File: config.mk
export PLATFORM = sky130hd
export DESIGN_NAME = reflex_sequencer_flat
export DESIGN_NICKNAME = d
export VERILOG_FILES = /design/src/rtl/reflex_sequencer_if.sv /design/src/rtl/reflex_sequencer.sv /design/src/flat_wrapper.sv
export SDC_FILE = /design/constraint.sdc
export NUM_CORES = 1
export LEC_CHECK = 0
export CORE_ASPECT_RATIO = 0.5
export CORE_UTILIZATION = 45
export CTS_CLUSTER_DIAMETER = 80
export CTS_CLUSTER_SIZE = 16
export DETAILED_ROUTE_END_ITERATION = 12
export MAX_ROUTING_LAYER = met4
export PLACE_DENSITY = 0.86
export REMOVE_ABC_BUFFERS = 1
export SLEW_MARGIN = 20
export SYNTH_ARGS = -nofsm -noshare
export SYNTH_HDL_FRONTEND = slang
export SYNTH_SLANG_ARGS = --single-unit
File: constraint.sdc
create_clock -name clk -period 3 [get_ports clk]
set_input_delay 0.75 -clock clk [delete_from_list [all_inputs] [get_ports clk]]
set_output_delay 0.75 -clock clk [all_outputs]
set_load 0.02 [all_outputs]
File: src/rtl/reflex_sequencer_if.sv
// Bundle of game-flow signals between the reflex sequencer and its environment.
// The master side is the sequencer; the slave side is the buttons, pattern ROM and display.
interface reflex_sequencer_if;
   logic        start;
   logic [3:0]  btn;
   logic [59:0] action;
   logic [2:0]  level_num;
   logic [7:0]  count;
   logic        playing;
   logic [3:0]  operation;
   logic [7:0]  wrong_time;
   logic        hit;
   logic        game_over;
   logic        win;

   modport master (
      input  start, btn, action,
      output level_num, count, playing, operation, wrong_time, hit, game_over, win
   );

   modport slave (
      output start, btn, action,
      input  level_num, count, playing, operation, wrong_time, hit, game_over, win
   );
endinterface

File: src/rtl/reflex_sequencer.sv
// NinjaReflex game-flow controller: walks the level pattern, scores button presses, advances levels.
// Optional per-move timeout enabled by defining REFLEX_TIMEOUT_EN.
module reflex_sequencer #(
   parameter int TIMEOUT_CYCLES = 250000000,
   parameter int TIMER_W        = 28,
   parameter int MOVES          = 15,
   parameter int NUM_LEVELS     = 4,
   parameter int MAX_WRONG      = 3
) (
   input  logic               clk,
   input  logic               rst_n,
   reflex_sequencer_if.master bus
);

   if (TIMEOUT_CYCLES < 2 || (TIMEOUT_CYCLES - 1) >= (64'd1 << TIMER_W)) begin : g_bad_timer_cfg
      $error("reflex_sequencer: TIMER_W cannot hold TIMEOUT_CYCLES-1");
   end

   typedef enum logic [2:0] {
      S_IDLE, S_PLAY, S_RELEASE, S_NEXT, S_OVER, S_WIN
   } state_t;

   localparam logic [7:0] LAST_CNT = 8'(4 * (MOVES - 1));
   localparam logic [2:0] LAST_LVL = 3'(NUM_LEVELS - 1);
   localparam logic [7:0] MAX_W    = 8'(MAX_WRONG);

   state_t     state_q, state_d;
   logic [3:0] btn_q, press_q;
   logic [2:0] level_q, level_d;
   logic [7:0] count_q, count_d;
   logic [3:0] op_q, op_d;
   logic [7:0] wrong_q, wrong_d;
   logic       hit_q, hit_d;

   logic       press_vld;
   logic [3:0] press_code;
   logic [3:0] cur_move;
   logic [7:0] wrong_inc;
   logic [7:0] adv_wrong;
   logic       adv_go;
   logic       timeout;

   assign press_vld = |press_q;
   assign cur_move  = bus.action[count_q[5:0] +: 4];
   assign wrong_inc = (wrong_q == 8'hFF) ? wrong_q : wrong_q + 8'd1;

   always_comb begin
      press_code = 4'b0000;
      if (press_q[0])      press_code = 4'b0011;
      else if (press_q[1]) press_code = 4'b0010;
      else if (press_q[2]) press_code = 4'b0001;
   end

`ifdef REFLEX_TIMEOUT_EN
   logic [TIMER_W-1:0] timer_q, timer_d;

   assign timeout = (timer_q == TIMER_W'(TIMEOUT_CYCLES - 1));

   // Held at zero outside PLAY, so every entry into PLAY starts a fresh move window.
   always_comb begin
      timer_d = '0;
      if (state_q == S_PLAY && !press_vld && !timeout) timer_d = timer_q + 1'b1;
   end

   always_ff @(posedge clk) begin
      if (!rst_n) timer_q <= '0;
      else        timer_q <= timer_d;
   end
`else
   assign timeout = 1'b0;
`endif

   // A timeout finishes the move the same way a release does, but with the mistake counted.
   assign adv_go    = (state_q == S_RELEASE && btn_q == 4'b0000) ||
                      (state_q == S_PLAY && !press_vld && timeout);
   assign adv_wrong = (state_q == S_RELEASE) ? wrong_q : wrong_inc;

   always_comb begin
      state_d = state_q;
      level_d = level_q;
      count_d = count_q;
      op_d    = op_q;
      wrong_d = wrong_q;
      hit_d   = 1'b0;
      case (state_q)
         S_IDLE, S_OVER, S_WIN: begin
            if (bus.start) begin
               level_d = '0;
               count_d = '0;
               wrong_d = '0;
               op_d    = '0;
               state_d = S_PLAY;
            end
         end
         S_PLAY: begin
            if (press_vld) begin
               op_d = press_code;
               if (press_code != cur_move) wrong_d = wrong_inc;
               else                        hit_d   = 1'b1;
               state_d = S_RELEASE;
            end else if (timeout) begin
               wrong_d = wrong_inc;
            end
         end
         S_RELEASE: ;
         S_NEXT: begin
            if (level_q == LAST_LVL) begin
               state_d = S_WIN;
            end else begin
               level_d = level_q + 3'd1;
               count_d = '0;
               state_d = S_PLAY;
            end
         end
         default: state_d = S_IDLE;
      endcase

      if (adv_go) begin
         if (adv_wrong >= MAX_W)       state_d = S_OVER;
         else if (count_q == LAST_CNT) state_d = S_NEXT;
         else begin
            count_d = count_q + 8'd4;
            state_d = S_PLAY;
         end
      end
   end

   always_ff @(posedge clk) begin
      if (!rst_n) begin
         state_q <= S_IDLE;
         btn_q   <= '0;
         press_q <= '0;
         level_q <= '0;
         count_q <= '0;
         op_q    <= '0;
         wrong_q <= '0;
         hit_q   <= 1'b0;
      end else begin
         state_q <= state_d;
         btn_q   <= bus.btn;
         press_q <= bus.btn & ~btn_q;
         level_q <= level_d;
         count_q <= count_d;
         op_q    <= op_d;
         wrong_q <= wrong_d;
         hit_q   <= hit_d;
      end
   end

   assign bus.level_num  = level_q;
   assign bus.count      = count_q;
   assign bus.playing    = (state_q == S_PLAY) || (state_q == S_RELEASE);
   assign bus.operation  = op_q;
   assign bus.wrong_time = wrong_q;
   assign bus.hit        = hit_q;
   assign bus.game_over  = (state_q == S_OVER);
   assign bus.win        = (state_q == S_WIN);

endmodule
File: src/flat_wrapper.sv
// flat-port wrapper written by rule: the top's interface ports become plain ports
module reflex_sequencer_flat 
#(
   parameter int TIMEOUT_CYCLES = 250000000,
   parameter int TIMER_W        = 28,
   parameter int MOVES          = 15,
   parameter int NUM_LEVELS     = 4,
   parameter int MAX_WRONG      = 3
)
  (clk, rst_n, bus_start, bus_btn, bus_action, bus_level_num, bus_count, bus_playing, bus_operation, bus_wrong_time, bus_hit, bus_game_over, bus_win);
  reflex_sequencer_if bus_i ();
  input  logic clk;
  input  logic rst_n;
  input wire logic [$bits(bus_i.start)-1:0] bus_start;
  input wire logic [$bits(bus_i.btn)-1:0] bus_btn;
  input wire logic [$bits(bus_i.action)-1:0] bus_action;
  output wire logic [$bits(bus_i.level_num)-1:0] bus_level_num;
  output wire logic [$bits(bus_i.count)-1:0] bus_count;
  output wire logic [$bits(bus_i.playing)-1:0] bus_playing;
  output wire logic [$bits(bus_i.operation)-1:0] bus_operation;
  output wire logic [$bits(bus_i.wrong_time)-1:0] bus_wrong_time;
  output wire logic [$bits(bus_i.hit)-1:0] bus_hit;
  output wire logic [$bits(bus_i.game_over)-1:0] bus_game_over;
  output wire logic [$bits(bus_i.win)-1:0] bus_win;
  assign bus_i.start = bus_start;
  assign bus_i.btn = bus_btn;
  assign bus_i.action = bus_action;
  assign bus_level_num = bus_i.level_num;
  assign bus_count = bus_i.count;
  assign bus_playing = bus_i.playing;
  assign bus_operation = bus_i.operation;
  assign bus_wrong_time = bus_i.wrong_time;
  assign bus_hit = bus_i.hit;
  assign bus_game_over = bus_i.game_over;
  assign bus_win = bus_i.win;
  reflex_sequencer #(.TIMEOUT_CYCLES(TIMEOUT_CYCLES), .TIMER_W(TIMER_W), .MOVES(MOVES), .NUM_LEVELS(NUM_LEVELS), .MAX_WRONG(MAX_WRONG)) u_core (.clk(clk), .rst_n(rst_n), .bus(bus_i));
endmodule
==> summary.md <==
| Metric | Value |
|---|---|
| Die height | 64.2 µm |
| Power density relative to cell area | 324 nW/µm² |
| Start point of the worst min-delay path | u_core.btn_q[3]$_SDFF_PN0_ |
| Final critical delay including setup and external delays | 3.01 ns |
| Antenna diode count | 0 |
| Maximum vdd ir drop | 0.240 mV |
| Clock Sinks | 33 |
| Startpoint types | primary input |
| Number of inserted filler cells in the final layout | 557 |
| Final weighted congestion in routability-driven placement | 0.932 |
| Post-synthesis sequential element count | 33 |
| Synthesis Warnings | 0 |
| Biggest area consumer among synthesized cells | sky130_fd_sc_hd__dfxtp_1 |
| Total CTS buffers | 5 |
| Via count of the first global-routing pass | 3849 |
| Post-detailed-placement cell area | 4860 µm² |
| Total iterations of the first detailed-routing run | 5 |
| Internal power of the cells | 0.00118 W |
| Count of hold buffers inserted by post-cts repair | 0 |
| Beginning of the critical path | bus_action[12] |
| Std-Cell Core Area | 7400 µm² |
| Sequential cell fraction of total power | 28.2% |
| Clock Path Buffers | 2 |
| Required arrival time at the worst endpoint | 3.17 ns |
| Static Leak | 2.19 nW |
| Final WS setup | -0.00789 ns |
| DIE AREA | 8120 µm² |
| Worst rel slew slack | 57.1% |
| Category of the most critical setup path | primary input to flop |
| Area growth from synthesis to final layout | 54.6% |
| Share of synthesized flip-flops with an asynchronous set or reset | 0% |
| Global routing usage summed across all routing layers | 29.9% |
| Top area cells in the synthesized netlist | sky130_fd_sc_hd__dfxtp_1 (19%), sky130_fd_sc_hd__mux4_2 (10%), sky130_fd_sc_hd__mux2i_1 (8.0%), sky130_fd_sc_hd__nand2_1 (4.4%), sky130_fd_sc_hd__a21oi_1 (4.2%) |
| Number of remaining DRC errors | 0 |
| Number of enable flip-flop cells after synthesis | 0 |
| Final Slew Violations | 0 |
| Number of routed nets with antenna violations | 0 |
| First-pass GRT wire length | 18.8 mm |
| Synth cell count leaders | sky130_fd_sc_hd__nand2_1 (41), sky130_fd_sc_hd__dfxtp_1 (33), sky130_fd_sc_hd__a21oi_1 (29), sky130_fd_sc_hd__mux2i_1 (28), sky130_fd_sc_hd__nand3_1 (28) |
| Number of library cell types mapped by synthesis | 68 |
| Clock network fraction of design power | 33.7% |
| Post-synthesis instance area | 3490 µm² |
| Overall die width | 126 µm |
| CTS tree | built |
| Worst skew pair latency | 0.28 ns |
| Number of levels the H-tree was split into | 2 |
| Dominant cell by count in the synthesized netlist | sky130_fd_sc_hd__nand2_1 |
| Pin count of the biggest net entering global routing | 32 |
| Slew at the pin closest to its max-slew limit | 0.642 ns |
| Global-route congestion overflow total | 0 |
| Final hold violations | 0 |
| Peak Freq | 0.332 GHz |
| Post-detail-place hpwl | 8.46 mm |
| RSZ-0062 raised after global routing | yes |
| Number of top-level pins | 94 |
| Average wire length per cell after detail routing | 18.1 µm |
| Startpoint of the worst register-to-register path | u_core.bus.count[0]$_SDFFE_PN0P_ |
| Status | finished, violations left |
| Reported net switching power | 0.000568 W |
| Final net count | 650 |
| Kind of end point of the critical path | flop |
| Proportion of netlist area held by the largest area contributor | 19.0% |
| Dominant synthesized flop cell | sky130_fd_sc_hd__dfxtp_1 |
| Drt via density | 6.09 |
| Max-cap violations | 0 |
| Seq/Total Area, Yosys | 19.0% |
| Final setup fails | 2 |
| Share of the clock period used by the worst path after layout | 100% |
| Buffers added on ports | 91 |
| Clock transition time at the flip-flop clock pins of the worst setup and hold paths | 0.06 ns |
| Gate count of the mapped netlist | 433 |
| Clock Tree Root | sky130_fd_sc_hd__clkbuf_16 |
| Post-detailed-routing wire length | 12.2 mm |
| Total number of vias | 4114 |
| Number of design-rule violations left by the first detailed-router iteration | 401 |
| CP Max Fanout | 8 |
| Final std cell area, no fill | 5390 µm² |
| Fraction of layout cells with a size suffix above 1 | 29.9% |
| Number of antenna violations at the first check in global routing | 0 |
| Syn_area_per_cell | 8.05 µm² |
| Std cell rows | 22 |
| Logic gate share of total power | 38.1% |
| Violations in the final reports | negative setup slack |
| Switching part of the total | 32.5% |
| Signal arrival time at the worst endpoint | 3.18 ns |
| Total negative slack | -0.0143 ns |
| Starting density of the core | 47.1% |
| Worst hold path type | flop to flop |
| Fin Clk Skew | 0.00326 ns |
-- final timing paths --
path                                                end  depth (start not counted)  slack, ns
setup / recovery  u_core.bus.wrong_time[5]$_SDFFE_PN0P_                         12     -0.008
hold / removal             u_core.press_q[3]$_SDFF_PN0_                          1       0.41
setup reg to reg  u_core.bus.wrong_time[5]$_SDFFE_PN0P_                         10       0.03
hold reg to reg            u_core.press_q[3]$_SDFF_PN0_                          1       0.41
-- final cells by class --
cell class                 instances  area, µm²  area share [%]
clock buffer                       5        125            2.32
clock inverter                     3       46.3           0.859
inverter                          13       48.8           0.905
multi-input combinational        352       2820            52.3
sequential                        33        671            12.4
tap                               96        120            2.23
timing repair buffer             173       1560            28.9
-- metrics by stage --
stage / hold WS [ns] / instances / setup slack (ns) / util, % / power (W)
finish: 0.407 / 675 / -0.00789 / 72.8 / 0.00175
floorplan: 0.392 / 398 / -1.79 / - / 0.000797
global placement: 0.401 / 657 / -0.556 / 65.7 / 0.00109
global route: 0.425 / 675 / -0.110 / 72.8 / 0.00183
CTS: 0.412 / 668 / 0.000226 / 69.6 / 0.00171
detailed placement: 0.404 / 657 / -0.613 / 65.7 / 0.00110
-- registers in the layout (all words and copies together) (netlist names) --
name	cells
u_core.bus.level_num	3
u_core.press_q	4
u_core.bus.hit	1
u_core.state_q	3
u_core.btn_q	4
u_core.bus.count	8
u_core.bus.operation	2
u_core.bus.wrong_time	8
-- power groups by stage --
stage	sequential, W	combinational, W	clock (W)
after CTS	0.000494	0.000623	0.000597
after global routing	0.000497	0.000718	0.000620
final	0.000494	0.000666	0.000588
after detailed placement	0.000502	0.000595	0
after floorplan	0.000512	0.000285	0
after global placement	0.000501	0.000587	0
-- worst max-delay path: stages --
cell,delay (ns)
sky130_fd_sc_hd__clkdlybuf4s15_1,0.22
sky130_fd_sc_hd__buf_4,0.16
sky130_fd_sc_hd__mux2i_1,0.13
sky130_fd_sc_hd__nand3_1,0.12
sky130_fd_sc_hd__a31oi_2,0.26
sky130_fd_sc_hd__nor4_4,0.09
sky130_fd_sc_hd__nor4_2,0.40
sky130_fd_sc_hd__xor2_1,0.18
sky130_fd_sc_hd__o31ai_4,0.42
sky130_fd_sc_hd__buf_4,0.19
sky130_fd_sc_hd__a21oi_1,0.03
sky130_fd_sc_hd__o221a_2,0.22
-- cells by family after synthesis --
group           synth area share [%]
mux                             19.3
fa+ha+maj                       1.79
simple gates                    29.3
compound gates                  21.0
buf+inv                         7.79
flops                           19.0
xor+xnor                        1.72
other cells                    0.108
-- layer usage --
metal | share of wire, % | global-route usage (%) | vias up
met1 | 42 | 37.1 | 1924
li1 | - | - | 1916
met4 | 2.6 | 10.1 | 0
met5 | 0 | - | -
met3 | 7.9 | 4.77 | 36
met2 | 48 | 50.1 | 238
-- what timing repair did --
item | in CTS | in global routing
pin swaps | 20 | 30
cloned | 1 | 1
buffers inserted | 3 | 6
gates resized for setup | 85 | 68
endpoints found under the setup margin | 8 | 9
-- layout by cell type, fill, tap and decap left out, types with 6 or more instances in the layout --
| cell | count |
|---|---|
| sky130_fd_sc_hd__o21ai_0 | 8 |
| sky130_fd_sc_hd__nand2b_1 | 17 |
| sky130_fd_sc_hd__a21oi_1 | 26 |
| sky130_fd_sc_hd__clkdlybuf4s50_1 | 41 |
| sky130_fd_sc_hd__clkdlybuf4s15_1 | 6 |
| sky130_fd_sc_hd__and3_1 | 8 |
| sky130_fd_sc_hd__buf_4 | 76 |
| sky130_fd_sc_hd__inv_1 | 12 |
| sky130_fd_sc_hd__nor2b_1 | 18 |
| sky130_fd_sc_hd__nand3_1 | 26 |
| sky130_fd_sc_hd__nand4_1 | 9 |
| sky130_fd_sc_hd__and2_1 | 13 |
| sky130_fd_sc_hd__clkbuf_2 | 7 |
| sky130_fd_sc_hd__clkbuf_16 | 6 |
| sky130_fd_sc_hd__nand2_1 | 39 |
| sky130_fd_sc_hd__mux4_2 | 16 |
| sky130_fd_sc_hd__nor2_1 | 24 |
| sky130_fd_sc_hd__dfxtp_1 | 29 |
| sky130_fd_sc_hd__mux2i_1 | 25 |
| sky130_fd_sc_hd__a31oi_1 | 6 |
| sky130_fd_sc_hd__dlymetal6s2s_1 | 13 |
| sky130_fd_sc_hd__dlygate4sd2_1 | 18 |
Power figures use the tool's default switching activity.
